==> src/rtl/udp_csum_ctrl_if.sv <==
// Handshake and result bundle between the IP header parser / packet-accept
// logic (master side) and the UDP checksum sequencer (slave side).
interface udp_csum_ctrl_if;
   logic        i_start;
   logic [31:0] i_src_ip;
   logic [31:0] i_dst_ip;
   logic [15:0] i_udp_len;
   logic [15:0] i_data;
   logic        i_data_valid;
   logic        o_data_ready;
   logic        o_busy;
   logic        o_done;
   logic        o_checksum_valid;
   logic        o_csum_absent;
   logic        o_len_err;
   logic [15:0] o_sum;

   modport master (
      output i_start, i_src_ip, i_dst_ip, i_udp_len, i_data, i_data_valid,
      input  o_data_ready, o_busy, o_done, o_checksum_valid, o_csum_absent,
             o_len_err, o_sum
   );

   modport slave (
      input  i_start, i_src_ip, i_dst_ip, i_udp_len, i_data, i_data_valid,
      output o_data_ready, o_busy, o_done, o_checksum_valid, o_csum_absent,
             o_len_err, o_sum
   );
endinterface

==> src/rtl/udp_csum_ctrl.sv <==
// UDP checksum verification sequencer: adds the IPv4 pseudo-header, then the
// UDP segment words, folds the 32-bit one's-complement accumulator to 16 bits
// and reports pass/fail. All outputs are registered, so each lags the state
// that produces it by one clock.
module udp_csum_ctrl #(
   parameter logic [7:0]  PROTO   = 8'h11,
   parameter int unsigned MIN_LEN = 8
) (
   input logic              i_clk,
   input logic              i_rst,
   udp_csum_ctrl_if.slave   bus
);

   typedef enum logic [2:0] {IDLE, PSEUDO, DATA, FOLD1, FOLD2, DONE} state_t;

   state_t      state_q, state_d;
   logic [31:0] src_q, src_d;
   logic [31:0] dst_q, dst_d;
   logic [15:0] len_q, len_d;
   logic [31:0] acc_q, acc_d;
   logic [16:0] word_cnt_q, word_cnt_d;
   logic [16:0] word_idx_q, word_idx_d;
   logic [2:0]  pseudo_idx_q, pseudo_idx_d;
   logic        absent_flag_q, absent_flag_d;

   logic        ready_q, ready_d;
   logic        busy_q, busy_d;
   logic        done_q, done_d;
   logic        csum_valid_q, csum_valid_d;
   logic        csum_absent_q, csum_absent_d;
   logic        len_err_q, len_err_d;
   logic [15:0] sum_q, sum_d;

   logic        accept;
   logic        last_word;
   logic [15:0] pseudo_word;
   logic [15:0] data_word;

   // Handshake qualification and the word presented to the adder in DATA;
   // the pad byte of an odd-length segment lives in the low byte of the last word.
   always_comb begin
      accept    = (state_q == DATA) && ready_q && bus.i_data_valid;
      last_word = ((word_idx_q + 17'd1) == word_cnt_q);
      data_word = bus.i_data;
      if (last_word && len_q[0]) begin
         data_word = {bus.i_data[15:8], 8'h00};
      end
   end

   // Pseudo-header word selected by the PSEUDO step counter.
   always_comb begin
      pseudo_word = len_q;
      case (pseudo_idx_q)
         3'd0:    pseudo_word = src_q[31:16];
         3'd1:    pseudo_word = src_q[15:0];
         3'd2:    pseudo_word = dst_q[31:16];
         3'd3:    pseudo_word = dst_q[15:0];
         3'd4:    pseudo_word = {8'h00, PROTO};
         default: pseudo_word = len_q;
      endcase
   end

   // Next-state, accumulator and result computation for the whole sequencer.
   always_comb begin
      state_d       = state_q;
      src_d         = src_q;
      dst_d         = dst_q;
      len_d         = len_q;
      acc_d         = acc_q;
      word_cnt_d    = word_cnt_q;
      word_idx_d    = word_idx_q;
      pseudo_idx_d  = pseudo_idx_q;
      absent_flag_d = absent_flag_q;
      done_d        = 1'b0;
      csum_valid_d  = csum_valid_q;
      csum_absent_d = csum_absent_q;
      len_err_d     = len_err_q;
      sum_d         = sum_q;

      case (state_q)
         IDLE: begin
            if (bus.i_start) begin
               src_d         = bus.i_src_ip;
               dst_d         = bus.i_dst_ip;
               len_d         = bus.i_udp_len;
               acc_d         = 32'd0;
               word_cnt_d    = (17'(bus.i_udp_len) + 17'd1) >> 1;
               word_idx_d    = 17'd0;
               pseudo_idx_d  = 3'd0;
               absent_flag_d = 1'b0;
               csum_valid_d  = 1'b0;
               csum_absent_d = 1'b0;
               sum_d         = 16'd0;
               len_err_d     = (bus.i_udp_len < 16'(MIN_LEN));
               state_d       = (bus.i_udp_len < 16'(MIN_LEN)) ? DONE : PSEUDO;
            end
         end
         PSEUDO: begin
            acc_d        = acc_q + {16'h0000, pseudo_word};
            pseudo_idx_d = pseudo_idx_q + 3'd1;
            if (pseudo_idx_q == 3'd5) begin
               state_d = DATA;
            end
         end
         DATA: begin
            if (accept) begin
               acc_d      = acc_q + {16'h0000, data_word};
               word_idx_d = word_idx_q + 17'd1;
               if (word_idx_q == 17'd3) begin
                  absent_flag_d = (bus.i_data == 16'h0000);
               end
               if (last_word) begin
                  state_d = FOLD1;
               end
            end
         end
         FOLD1: begin
            acc_d   = {16'h0000, acc_q[31:16]} + {16'h0000, acc_q[15:0]};
            state_d = FOLD2;
         end
         FOLD2: begin
            acc_d   = {16'h0000, acc_q[31:16]} + {16'h0000, acc_q[15:0]};
            state_d = DONE;
         end
         DONE: begin
            done_d = 1'b1;
            if (len_err_q) begin
               sum_d         = 16'd0;
               csum_valid_d  = 1'b0;
               csum_absent_d = 1'b0;
            end else if (absent_flag_q) begin
               sum_d         = acc_q[15:0];
               csum_valid_d  = 1'b1;
               csum_absent_d = 1'b1;
            end else begin
               sum_d         = acc_q[15:0];
               csum_valid_d  = (acc_q[15:0] == 16'hFFFF);
               csum_absent_d = 1'b0;
            end
            state_d = IDLE;
         end
         default: begin
            state_d = IDLE;
         end
      endcase

      ready_d = (state_q == DATA) && !(accept && last_word);
      busy_d  = (state_d != IDLE);
   end

   // State and output registers with synchronous reset that aborts any datagram.
   always_ff @(posedge i_clk) begin
      if (i_rst) begin
         state_q       <= IDLE;
         src_q         <= 32'd0;
         dst_q         <= 32'd0;
         len_q         <= 16'd0;
         acc_q         <= 32'd0;
         word_cnt_q    <= 17'd0;
         word_idx_q    <= 17'd0;
         pseudo_idx_q  <= 3'd0;
         absent_flag_q <= 1'b0;
         ready_q       <= 1'b0;
         busy_q        <= 1'b0;
         done_q        <= 1'b0;
         csum_valid_q  <= 1'b0;
         csum_absent_q <= 1'b0;
         len_err_q     <= 1'b0;
         sum_q         <= 16'd0;
      end else begin
         state_q       <= state_d;
         src_q         <= src_d;
         dst_q         <= dst_d;
         len_q         <= len_d;
         acc_q         <= acc_d;
         word_cnt_q    <= word_cnt_d;
         word_idx_q    <= word_idx_d;
         pseudo_idx_q  <= pseudo_idx_d;
         absent_flag_q <= absent_flag_d;
         ready_q       <= ready_d;
         busy_q        <= busy_d;
         done_q        <= done_d;
         csum_valid_q  <= csum_valid_d;
         csum_absent_q <= csum_absent_d;
         len_err_q     <= len_err_d;
         sum_q         <= sum_d;
      end
   end

   assign bus.o_data_ready     = ready_q;
   assign bus.o_busy           = busy_q;
   assign bus.o_done           = done_q;
   assign bus.o_checksum_valid = csum_valid_q;
   assign bus.o_csum_absent    = csum_absent_q;
   assign bus.o_len_err        = len_err_q;
   assign bus.o_sum            = sum_q;

endmodule

==> src/flat_wrapper.sv <==
// flat-port wrapper written by rule: the top's interface ports become plain ports
module udp_csum_ctrl_flat 
#(
   parameter logic [7:0]  PROTO   = 8'h11,
   parameter int unsigned MIN_LEN = 8
)
  (i_clk, i_rst, bus_i_start, bus_i_src_ip, bus_i_dst_ip, bus_i_udp_len, bus_i_data, bus_i_data_valid, bus_o_data_ready, bus_o_busy, bus_o_done, bus_o_checksum_valid, bus_o_csum_absent, bus_o_len_err, bus_o_sum);
  udp_csum_ctrl_if bus_i ();
  input logic i_clk;
  input logic i_rst;
  input wire logic [$bits(bus_i.i_start)-1:0] bus_i_start;
  input wire logic [$bits(bus_i.i_src_ip)-1:0] bus_i_src_ip;
  input wire logic [$bits(bus_i.i_dst_ip)-1:0] bus_i_dst_ip;
  input wire logic [$bits(bus_i.i_udp_len)-1:0] bus_i_udp_len;
  input wire logic [$bits(bus_i.i_data)-1:0] bus_i_data;
  input wire logic [$bits(bus_i.i_data_valid)-1:0] bus_i_data_valid;
  output wire logic [$bits(bus_i.o_data_ready)-1:0] bus_o_data_ready;
  output wire logic [$bits(bus_i.o_busy)-1:0] bus_o_busy;
  output wire logic [$bits(bus_i.o_done)-1:0] bus_o_done;
  output wire logic [$bits(bus_i.o_checksum_valid)-1:0] bus_o_checksum_valid;
  output wire logic [$bits(bus_i.o_csum_absent)-1:0] bus_o_csum_absent;
  output wire logic [$bits(bus_i.o_len_err)-1:0] bus_o_len_err;
  output wire logic [$bits(bus_i.o_sum)-1:0] bus_o_sum;
  assign bus_i.i_start = bus_i_start;
  assign bus_i.i_src_ip = bus_i_src_ip;
  assign bus_i.i_dst_ip = bus_i_dst_ip;
  assign bus_i.i_udp_len = bus_i_udp_len;
  assign bus_i.i_data = bus_i_data;
  assign bus_i.i_data_valid = bus_i_data_valid;
  assign bus_o_data_ready = bus_i.o_data_ready;
  assign bus_o_busy = bus_i.o_busy;
  assign bus_o_done = bus_i.o_done;
  assign bus_o_checksum_valid = bus_i.o_checksum_valid;
  assign bus_o_csum_absent = bus_i.o_csum_absent;
  assign bus_o_len_err = bus_i.o_len_err;
  assign bus_o_sum = bus_i.o_sum;
  udp_csum_ctrl #(.PROTO(PROTO), .MIN_LEN(MIN_LEN)) u_core (.i_clk(i_clk), .i_rst(i_rst), .bus(bus_i));
endmodule
==> config.mk <==
export PLATFORM = sky130hd
export DESIGN_NAME = udp_csum_ctrl_flat
export DESIGN_NICKNAME = d
export VERILOG_FILES = /design/src/rtl/udp_csum_ctrl_if.sv /design/src/rtl/udp_csum_ctrl.sv /design/src/flat_wrapper.sv
export SDC_FILE = /design/constraint.sdc
export NUM_CORES = 1
export LEC_CHECK = 0
export BUFFER_PORTS_ARGS = -buffer_cell sky130_fd_sc_hd__buf_4
export CAP_MARGIN = 20
export CORE_UTILIZATION = 63
export DETAILED_ROUTE_END_ITERATION = 10
export PLACE_DENSITY = 0.86
export SYNTH_ARGS = -nofsm -noshare
export SYNTH_HDL_FRONTEND = slang
export SYNTH_SLANG_ARGS = --single-unit
==> constraint.sdc <==
create_clock -name i_clk -period 11.5 [get_ports i_clk]
set_input_delay 2.3 -clock i_clk [delete_from_list [all_inputs] [get_ports i_clk]]
set_output_delay 2.3 -clock i_clk [all_outputs]
set_load 0.02 [all_outputs]
# After elaboration in Yosys (flattened, before gate mapping)
# Index checks and enable logic that the tools add are counted.
# word_totals
ramBits	0
latchBits	0
output_inout_bits	22
memories	0
regBits	174
romBits	0
# classes
order_cmp	1
div	0
reduce_logical	21
addsub	6
bitwise	0
eq_ne	16
shifts	0
mux	30
mul	0
# ops
operator	count
32-bit case mux with 4 select lines	1
16-bit case mux with 5 select lines	1
32-bit by 16-bit adder with 32-bit output	2
32-bit 2-to-1 mux	2
17-bit 2-to-1 mux	2
17-bit case mux with 2 select lines	1
16-bit 2-to-1 mux	2
16-bit case mux with 2 select lines	1
3-bit 2-to-1 mux	6
16-bit by 1-bit adder with 17-bit output, second input constant	1
16-bit by 16-bit adder with 17-bit output	1
17-bit by 1-bit adder with 17-bit output, second input constant	1
17-bit by 16-bit == test with 1-bit output	1
17-bit by 2-bit == test with 1-bit output, second input constant	1
16-bit == test, second input constant	1
16-bit zero test	1
16-bit by 4-bit < comparator with 1-bit output, second input constant	1
3-bit case mux with 5 select lines	1
3-bit by 2-bit == test with 1-bit output, second input constant	4
3-bit == test, second input constant	4
1-bit 2-to-1 mux	8
8-bit 2-to-1 mux	1
3-bit by 1-bit == test with 1-bit output, second input constant	2
3-bit zero test	2
14 further kinds	26

# Depth between registers and ports, before layout
# Gate-level depths: netlist (run 1).
# logic_depth
depth_word	7
depth_mapped	18

# Least setup slack after synthesis (run 1)
# OpenSTA, ideal clock, no wires.
# synth_path
path_kind	input -> register
start	in bus_i_data[1]
end	reg u_core.acc_q[13]
t_arrival_ps	4478
cell_stages	10
n_path_buf	0
path_slack_ps	6948
setup_ps	74
cell_sequence	nand2_1 -> o22ai_1 -> ha_1 -> a211oi_1 -> o21ai_0 -> a41oi_1 -> nor2_1 -> or4_1 -> a311o_1 -> a31oi_1
# synth_via
elab_chain_cells	4
# synth_rtl
element	line	source
from (decl)	flat_wrapper.sv:15	input wire logic [$bits(bus_i.i_data)-1:0] bus_i_data;
8-bit 2-to-1 mux	udp_csum_ctrl.sv:45	if (last_word && len_q[0]) begin
32-bit by 16-bit adder with 32-bit output	udp_csum_ctrl.sv:107	acc_d = acc_q + {16'h0000, data_word};
32-bit 2-to-1 mux	udp_csum_ctrl.sv:106	if (accept) begin
32-bit case mux with 4 select lines	udp_csum_ctrl.sv:80	case (state_q)
to (signal assigned)	udp_csum_ctrl.sv:158	acc_q <= 32'd0;
to (signal assigned)	udp_csum_ctrl.sv:175	acc_q <= acc_d;
to (decl)	udp_csum_ctrl.sv:20	logic [31:0] acc_q, acc_d;
# No other way between the ends. The select of a mux whose other input is x is not followed.
# A chain may end at the register's enable or synchronous reset.

# Worst setup path after layout (run 1)
# layout_path
start	reg u_core.word_idx_q[0]
end	reg u_core.acc_q[18]
# layout_via
elab_chain_cells	7
# layout_rtl
element	line	source
from (decl)	udp_csum_ctrl.sv:22	logic [16:0] word_idx_q, word_idx_d;
from (signal assigned)	udp_csum_ctrl.sv:177	word_idx_q <= word_idx_d;
17-bit by 1-bit adder with 17-bit output	udp_csum_ctrl.sv:43	last_word = ((word_idx_q + 17'd1) == word_cnt_q);
17-bit by 16-bit == test with 1-bit output	udp_csum_ctrl.sv:43	
1-bit logical AND	udp_csum_ctrl.sv:45	
8-bit 2-to-1 mux	udp_csum_ctrl.sv:45	
32-bit by 16-bit adder with 32-bit output	udp_csum_ctrl.sv:107	
32-bit 2-to-1 mux	udp_csum_ctrl.sv:106	
32-bit case mux with 4 select lines	udp_csum_ctrl.sv:80	
# No other way between the ends. The select of a mux whose other input is x is not followed.

==> reports/metrics.yaml, run 1 <==
power:
  ir_worst_vdd_mv: 0.127
  p_leak_nw: 4.46
  power.density_nw_per_um2: 134
  total_power_mw: 1.48
sta:
  period_needed_ps: 5370
  slew_violations: 0
  final-hold-violation-count: 0
  fin_setup_tns_ps: 0
  finalCritPeriodShare_pct: 46.7
  worst_pin_slew_ps: 1260
  rsz0062_at_grt: "no"
  setup_viol: 0
  fin_skew_ps: 8.79
  fin_ws_ps: 6130
  slew_headroom_pct: 15.5
  fmax_ghz: 0.186
die:
  initial_core_util_pct: 64.9
  core_sq_um: 14600
  io_pins: 122
  num_rows: 44
  die_w_um: 125
  die-area_sq_um: 15600
  die_h_um: 125
global_routing:
  track_usage_pct: 35.4
  grt_pass1_vias: 8692
  antenna_found_initial: 0
  grt_pass1_wl_um: 44000
  overflow: 0
  grt_max_degree: 113
synth:
  async_reset_ff_share_pct: 0
  syn_area_per_cell_sq_um: 7.74
  yosysUniqueCellTypes: 64
  synth-seq-cells: 174
  yosys_warnings: 0
  syn_nets: 1372
  synth-edff-count: 0
  synth_top_flop_cell: "dfxtp_1"
  yosysSeqAreaShare_pct: 36.6
  syn_inst: 1228
  syn_area_sq_um: 9510
place:
  port_buffers: 121
  place.detailed.hpwl_um: 19100
  place_area_sq_um: 10400
  gp_congestion: 0.941
  place_ws_ps: 6230
flow_run:
  cap_violations: 0
route:
  routed.top_layer: "met4"
  vias: 9411
  remaining_drc_errors: 8
  avgViaCountPerCell: 6.29
  wl_met1_um: 11800
  routed_wl_um: 27200
  met3_length_um: 2090
  met2WireLength_um: 12300
  drtIter0Drc: 1028
  wl_per_cell_um: 18.2
  ant_nets: 0
  first_pass_iters: 9
cells_and_area:
  nNetsFinal: 1443
  drive_above_1_share_pct: 13.6
  seq_area_sq_um: 3480
  n_fill_cell: 1124
  multi_input_area_sq_um: 5670
  area_growth_pct: 16.1
  finalInstanceArea_sq_um: 11000
  antenna_cells: 0
outcome:
  status: "finished, violations left"
  violations: "design-rule violations"
worst_setup_path:
  worstSetupPathType: "register to register"
  crit_chain: "ha_1, nand3_1, or4_4, nor3_1, xnor2_1, nand4_1, nor3_4, o22ai_1, ha_1, nand3_1, a211oi_1, o31ai_1, a211oi_1, o21ai_0, xor2_1, nor2_1"
  end_kind: "register"
  crit_arrival_ps: 5680
  max_stage_delay_ps: 1010
  required_ps: 11810
  crit_slowest_cell: "a211oi_1"
  crit_fanout: 9
  cp-start-kind: "register"
clock_network:
  ctsHtreeMaxLevel: 4
  numClockSinks: 174
  cts_tree: "built"
  post_cts_resized: 0
  hold_buffers: 0
  root_buffer: "clkbuf_16"
  post_cts_buffers: 0
  cts.clk_slew.worst_paths_ps: 70
  clk_latency_ps: 450
  cts_buffer_depth: 2
  cts_inserted_buffers: 17
worst_hold_path:
  hp-class: "register to register"
-- per-layer routing --
layer  track usage (%)  vias up
li1                  -     4539
met1              46.8     4378
met2              55.8      426
met3              7.60       68
met4              15.1        0
met5                 0        -
-- Yosys cell counts, types with 7 or more instances --
library cell | count | area [sq um]
and3_1 | 20 | 125
inv_1 | 15 | 56.3
xnor2_1 | 38 | 333
dfxtp_1 | 174 | 3480
o21ai_0 | 30 | 150
a21oi_1 | 132 | 661
nand2_1 | 236 | 886
nor2b_1 | 11 | 68.8
o22ai_1 | 8 | 50.1
a41oi_1 | 10 | 87.6
a211oi_1 | 21 | 158
o211ai_1 | 8 | 60.1
a31oi_1 | 7 | 43.8
nor3_1 | 40 | 200
xor2_1 | 38 | 333
nor2_1 | 120 | 450
a22oi_1 | 49 | 368
a221oi_1 | 14 | 123
nand4_1 | 16 | 100
o21a_1 | 7 | 52.6
nand3_1 | 27 | 135
a21o_1 | 8 | 60.1
nor4_1 | 12 | 75.1
ha_1 | 42 | 526
clkbuf_1 | 68 | 255
-- power breakdown --
part,total [mW],switching [mW],internal [mW]
Clock,0.598,0.282,0.315
Combinational,0.225,0.133,0.0916
Sequential,0.658,0.0271,0.631
-- critical path, delay by kind of cell (launching register included) --
kind / cells / cell delay [ps]
AND/OR/NAND/NOR: 7 / 1680
flip-flops: 1 / 450
AO/OA/AOI/OAI: 5 / 2000
adder cells (fa/ha/maj): 2 / 740
XOR/XNOR: 2 / 370
-- sequential cells by signal (all words and copies together), names as in the netlist --
name,count
u_core.bus.o_done,1
u_core.state_q,3
u_core.bus.o_csum_absent,1
u_core.dst_q,32
u_core.src_q,32
u_core.bus.o_checksum_valid,1
u_core.absent_flag_q,1
u_core.bus.o_data_ready,1
u_core.bus.o_sum,16
u_core.len_q,16
u_core.word_idx_q,17
u_core.acc_q,32
u_core.bus.o_len_err,1
u_core.bus.o_busy,1
u_core.pseudo_idx_q,3
u_core.word_cnt_q,16
-- cells by family after synthesis --
logic type,synth area share [%]
XOR/XNOR,7.00
multiplexers,0.105
adder cells (fa/ha/maj),5.95
flip-flops,36.6
buffers and inverters,3.79
AND/OR/NAND/NOR,24.2
AO/OA/AOI/OAI,22.3
-- cell usage in the layout (no fill, tap or decap), types with 5 or more instances in the layout --
cell	Yosys	layout
buf_4	1	130
nand2_1	236	235
clkinv_8	0	5
a211oi_1	21	21
a221oi_1	14	14
a31oi_1	7	7
nor3_1	40	40
nor2_1	120	120
o22ai_1	8	8
clkbuf_16	0	17
a22oi_1	49	49
xor2_1	38	38
o21ai_0	30	30
a21oi_1	132	132
nor2b_1	11	11
o211ai_1	8	8
a311oi_1	6	6
a41oi_1	10	10
and3_1	20	20
o21a_1	7	7
dfxtp_1	174	174
ha_1	42	42
xnor2_1	38	38
inv_1	15	15
a21o_1	8	8
nand3_1	27	27
nor4_1	12	12
nand4_1	16	16
-- area by class of cell --
cell class | count | share of cell area, %
multi-input combinational | 961 | 51.3
sequential | 174 | 31.6
timing repair buffer | 130 | 8.84
clock buffer | 17 | 3.85
tap | 184 | 2.09
clock inverter | 15 | 1.80
inverter | 15 | 0.510
-- metrics by stage --
step / hold slack [ps] / utilization, % / cells
detailed placement: 446 / 71.1 / 1464
global placement: 441 / 71.1 / 1464
global route: 469 / 75.4 / 1496
floorplan: 433 / - / 1228
finish: 456 / 75.4 / 1496
CTS: 457 / 75.4 / 1496
-- final timing paths --
check,slack [ps],cells after the start,end,startpoint
setup / recovery,6130,16,u_core.acc_q[18],u_core.word_idx_q[0]
setup reg to reg,6130,16,u_core.acc_q[18],u_core.word_idx_q[0]
hold / removal,460,2,u_core.dst_q[27],u_core.dst_q[27]
hold reg to reg,460,2,u_core.dst_q[27],u_core.dst_q[27]
No activity file was read; power rests on OpenSTA's default activity.
==> run 2, diff against run 1 <==
--- a/config.mk
+++ b/config.mk
@@ -7,9 +7,9 @@
 export LEC_CHECK = 0
 export BUFFER_PORTS_ARGS = -buffer_cell sky130_fd_sc_hd__buf_4
 export CAP_MARGIN = 20
-export CORE_UTILIZATION = 63
+export CORE_UTILIZATION = 59
 export DETAILED_ROUTE_END_ITERATION = 10
-export PLACE_DENSITY = 0.86
+export PLACE_DENSITY = 0.81
 export SYNTH_ARGS = -nofsm -noshare
 export SYNTH_HDL_FRONTEND = slang
 export SYNTH_SLANG_ARGS = --single-unit
==> constraint.sdc (replaced) <==
create_clock -name i_clk -period 5.5 [get_ports i_clk]
set_input_delay 1.1 -clock i_clk [delete_from_list [all_inputs] [get_ports i_clk]]
set_output_delay 1.1 -clock i_clk [all_outputs]
set_load 0.02 [all_outputs]
==> reports/metrics.yaml, run 2 (synthesized netlist as in run 1, its figures left out) <==
outcome:
  status: "complete, no violations"
global_routing:
  track_usage_pct: 33.4  # -1.9 points
  antenna_found_initial: 0  # unchanged
  grt_pass1_vias: 8319  # -4.3%
  overflow: 0  # unchanged
  grt_pass1_wl_um: 43000  # -2.2%
  grt_max_degree: 113  # unchanged
route:
  wl_per_cell_um: 17.8  # -2.3%
  met3_length_um: 2420  # +16%
  avgViaCountPerCell: 6.09  # -3.1%
  met2WireLength_um: 11800  # -3.8%
  routed_wl_um: 27200  # about the same
  remaining_drc_errors: 0  # -8
  vias: 9334  # -0.82%
  first_pass_iters: 5  # -4
  ant_nets: 0  # unchanged
  drtIter0Drc: 803  # -22%
  routed.top_layer: "met4"
  wl_met1_um: 11900  # +0.78%
sta:
  slew_headroom_pct: 41.9  # +26 points
  final-hold-violation-count: 0  # unchanged
  finalCritPeriodShare_pct: 94.2  # +47 points
  setup_viol: 0  # unchanged
  fin_setup_tns_ps: 0  # unchanged
  rsz0062_at_grt: "no"
  slew_violations: 0  # unchanged
  fmax_ghz: 0.193  # +3.7%
  period_needed_ps: 5180  # -190 ps
  fin_skew_ps: 8.54  # -0.249 ps
  worst_pin_slew_ps: 868  # -393 ps
die:
  initial_core_util_pct: 60.1  # -4.9 points
  die_w_um: 129  # +3.3%
  num_rows: 46  # +4.5%
  io_pins: 122  # unchanged
  die_h_um: 129  # +3.3%
  core_sq_um: 15800  # +8.1%
  die-area_sq_um: 16600  # +6.7%
worst_hold_path:
  whs_path_depth: 2  # unchanged
  worstHoldEndpoint: "u_core.dst_q[29]"
  hp-class: "register to register"
  min_from: "u_core.dst_q[29]"
cells_and_area:
  finalInstanceArea_sq_um: 11100  # +0.92%
  drive_above_1_share_pct: 13.9  # +0.26 points
  antenna_cells: 0  # unchanged
  nNetsFinal: 1447  # +0.28%
  area_growth_pct: 17.2
  fin_cells: 1532  # +2.4%
  layout.cells.most_common: "nand2_1"
  top_regs: "u_core.acc_q (32), u_core.dst_q (32), u_core.src_q (32)"
  most-common-layout-cells: "nand2_1, dfxtp_1, a21oi_1, buf_4, nor2_1"
  n_fill_cell: 1316  # +17%
clock_network:
  cts_buffer_depth: 2  # unchanged
  clk_latency_ps: 440  # about the same
  cts_inserted_buffers: 17  # unchanged
  root_buffer: "clkbuf_16"
  numClockSinks: 174  # unchanged
  cts.clk_slew.worst_paths_ps: 70  # about the same
  post_cts_resized: 0  # unchanged
  post_cts_buffers: 0  # unchanged
  cts_tree: "built"
  ctsHtreeMaxLevel: 4  # unchanged
  hold_buffers: 0  # unchanged
worst_setup_path:
  ff2ff_path_depth: 16  # unchanged
  worstSetupPathType: "register to register"
  rrSetupSlack_ps: 320  # -5810 ps
  crit_fanout: 8  # -1
  crit_arrival_ps: 5550  # -130 ps
  cp-start-kind: "register"
  r2r-end: "u_core.acc_q[23]"
  reg2reg_from: "u_core.word_idx_q[0]"
  required_ps: 5870  # -5940 ps
  end_kind: "register"
place:
  place_area_sq_um: 10500  # +0.46%
  placed_cells: 1497  # +2.3%
  port_buffers: 121  # unchanged
  gp_congestion: 0.967  # +2.8%
  place.detailed.hpwl_um: 19700  # +3.1%
power:
  internal-power_mw: 2.21  # +110%
  seqPwrFrac_pct: 44.1  # -0.3 points
  power.density_nw_per_um2: 280  # +110%
  switching_share_pct: 29.1  # -0.79 points
  p_sw_uw: 909  # +110%
  p_comb_share_pct: 15.3  # about the same
  p_leak_nw: 4.50  # +0.79%
  clock_power_share_pct: 40.6  # +0.2 points
  ir_worst_vdd_mv: 0.255  # +100%
flow_run:
  cap_violations: 0  # unchanged
run 2: layout make-up:
cell class	count	area, sq um	share of cell area [%]
clock buffer	17	425	3.82
clock inverter	15	198	1.77
inverter	15	56.3	0.506
multi-input combinational	961	5670	50.9
sequential	174	3480	31.3
tap	216	270	2.43
timing repair buffer	134	1040	9.32
run 2: worst max path at each step:
| stage | to | depth (start not counted) | startpoint |
|---|---|---|---|
| after floorplan | u_core.acc_q[13] | 16 | u_core.word_idx_q[0] |
| after global placement | u_core.acc_q[30] | 16 | u_core.word_idx_q[0] |
| after detailed placement | u_core.acc_q[28] | 16 | u_core.word_idx_q[0] |
| after CTS | u_core.acc_q[30] | 16 | u_core.word_idx_q[0] |
| after global routing | u_core.acc_q[23] | 16 | u_core.word_idx_q[0] |
| final | u_core.acc_q[23] | 16 | u_core.word_idx_q[0] |
run 2: per-layer routing:
metal,up-vias,GRT usage (%)
li1,4536,-
met4,0,16.3
met2,458,49.6
met3,78,6.86
met5,-,0
met1,4262,46.2
run 2: critical path: stages, from the launching register on:
cell	delay, ps
dfxtp_1	440
ha_1	320
nand3_1	190
or4_4	490
nor3_1	250
xnor2_1	150
nand4_1	180
nor3_4	420
o22ai_1	220
ha_1	370
a211oi_1	90
o21ai_0	340
a41oi_1	270
o211ai_1	640
nand3_1	240
or3_1	350
a21oi_1	130
run 2: per-stage QoR:
step / power [mW] / util, % / hold WS (ps) / setup WS [ps]
CTS: 3.12 / 70.0 / 458 / 300
global placement: 1.86 / 66.1 / 442 / 592
finish: 3.12 / 70.4 / 457 / 319
global route: 3.24 / 70.4 / 472 / 43.5
floorplan: 1.69 / - / 433 / 1240
detailed placement: 1.86 / 66.1 / 447 / 388
run 2: power by group through the flow:
stage	clock, mW	sequential (mW)	combinational [mW]
6_report	1.27	1.38	0.477
5_1_grt	1.33	1.38	0.523
4_1_cts	1.28	1.37	0.463
3_5_place_dp	0	1.40	0.461
3_3_place_gp	0	1.40	0.454
2_1_floorplan	0	1.38	0.310
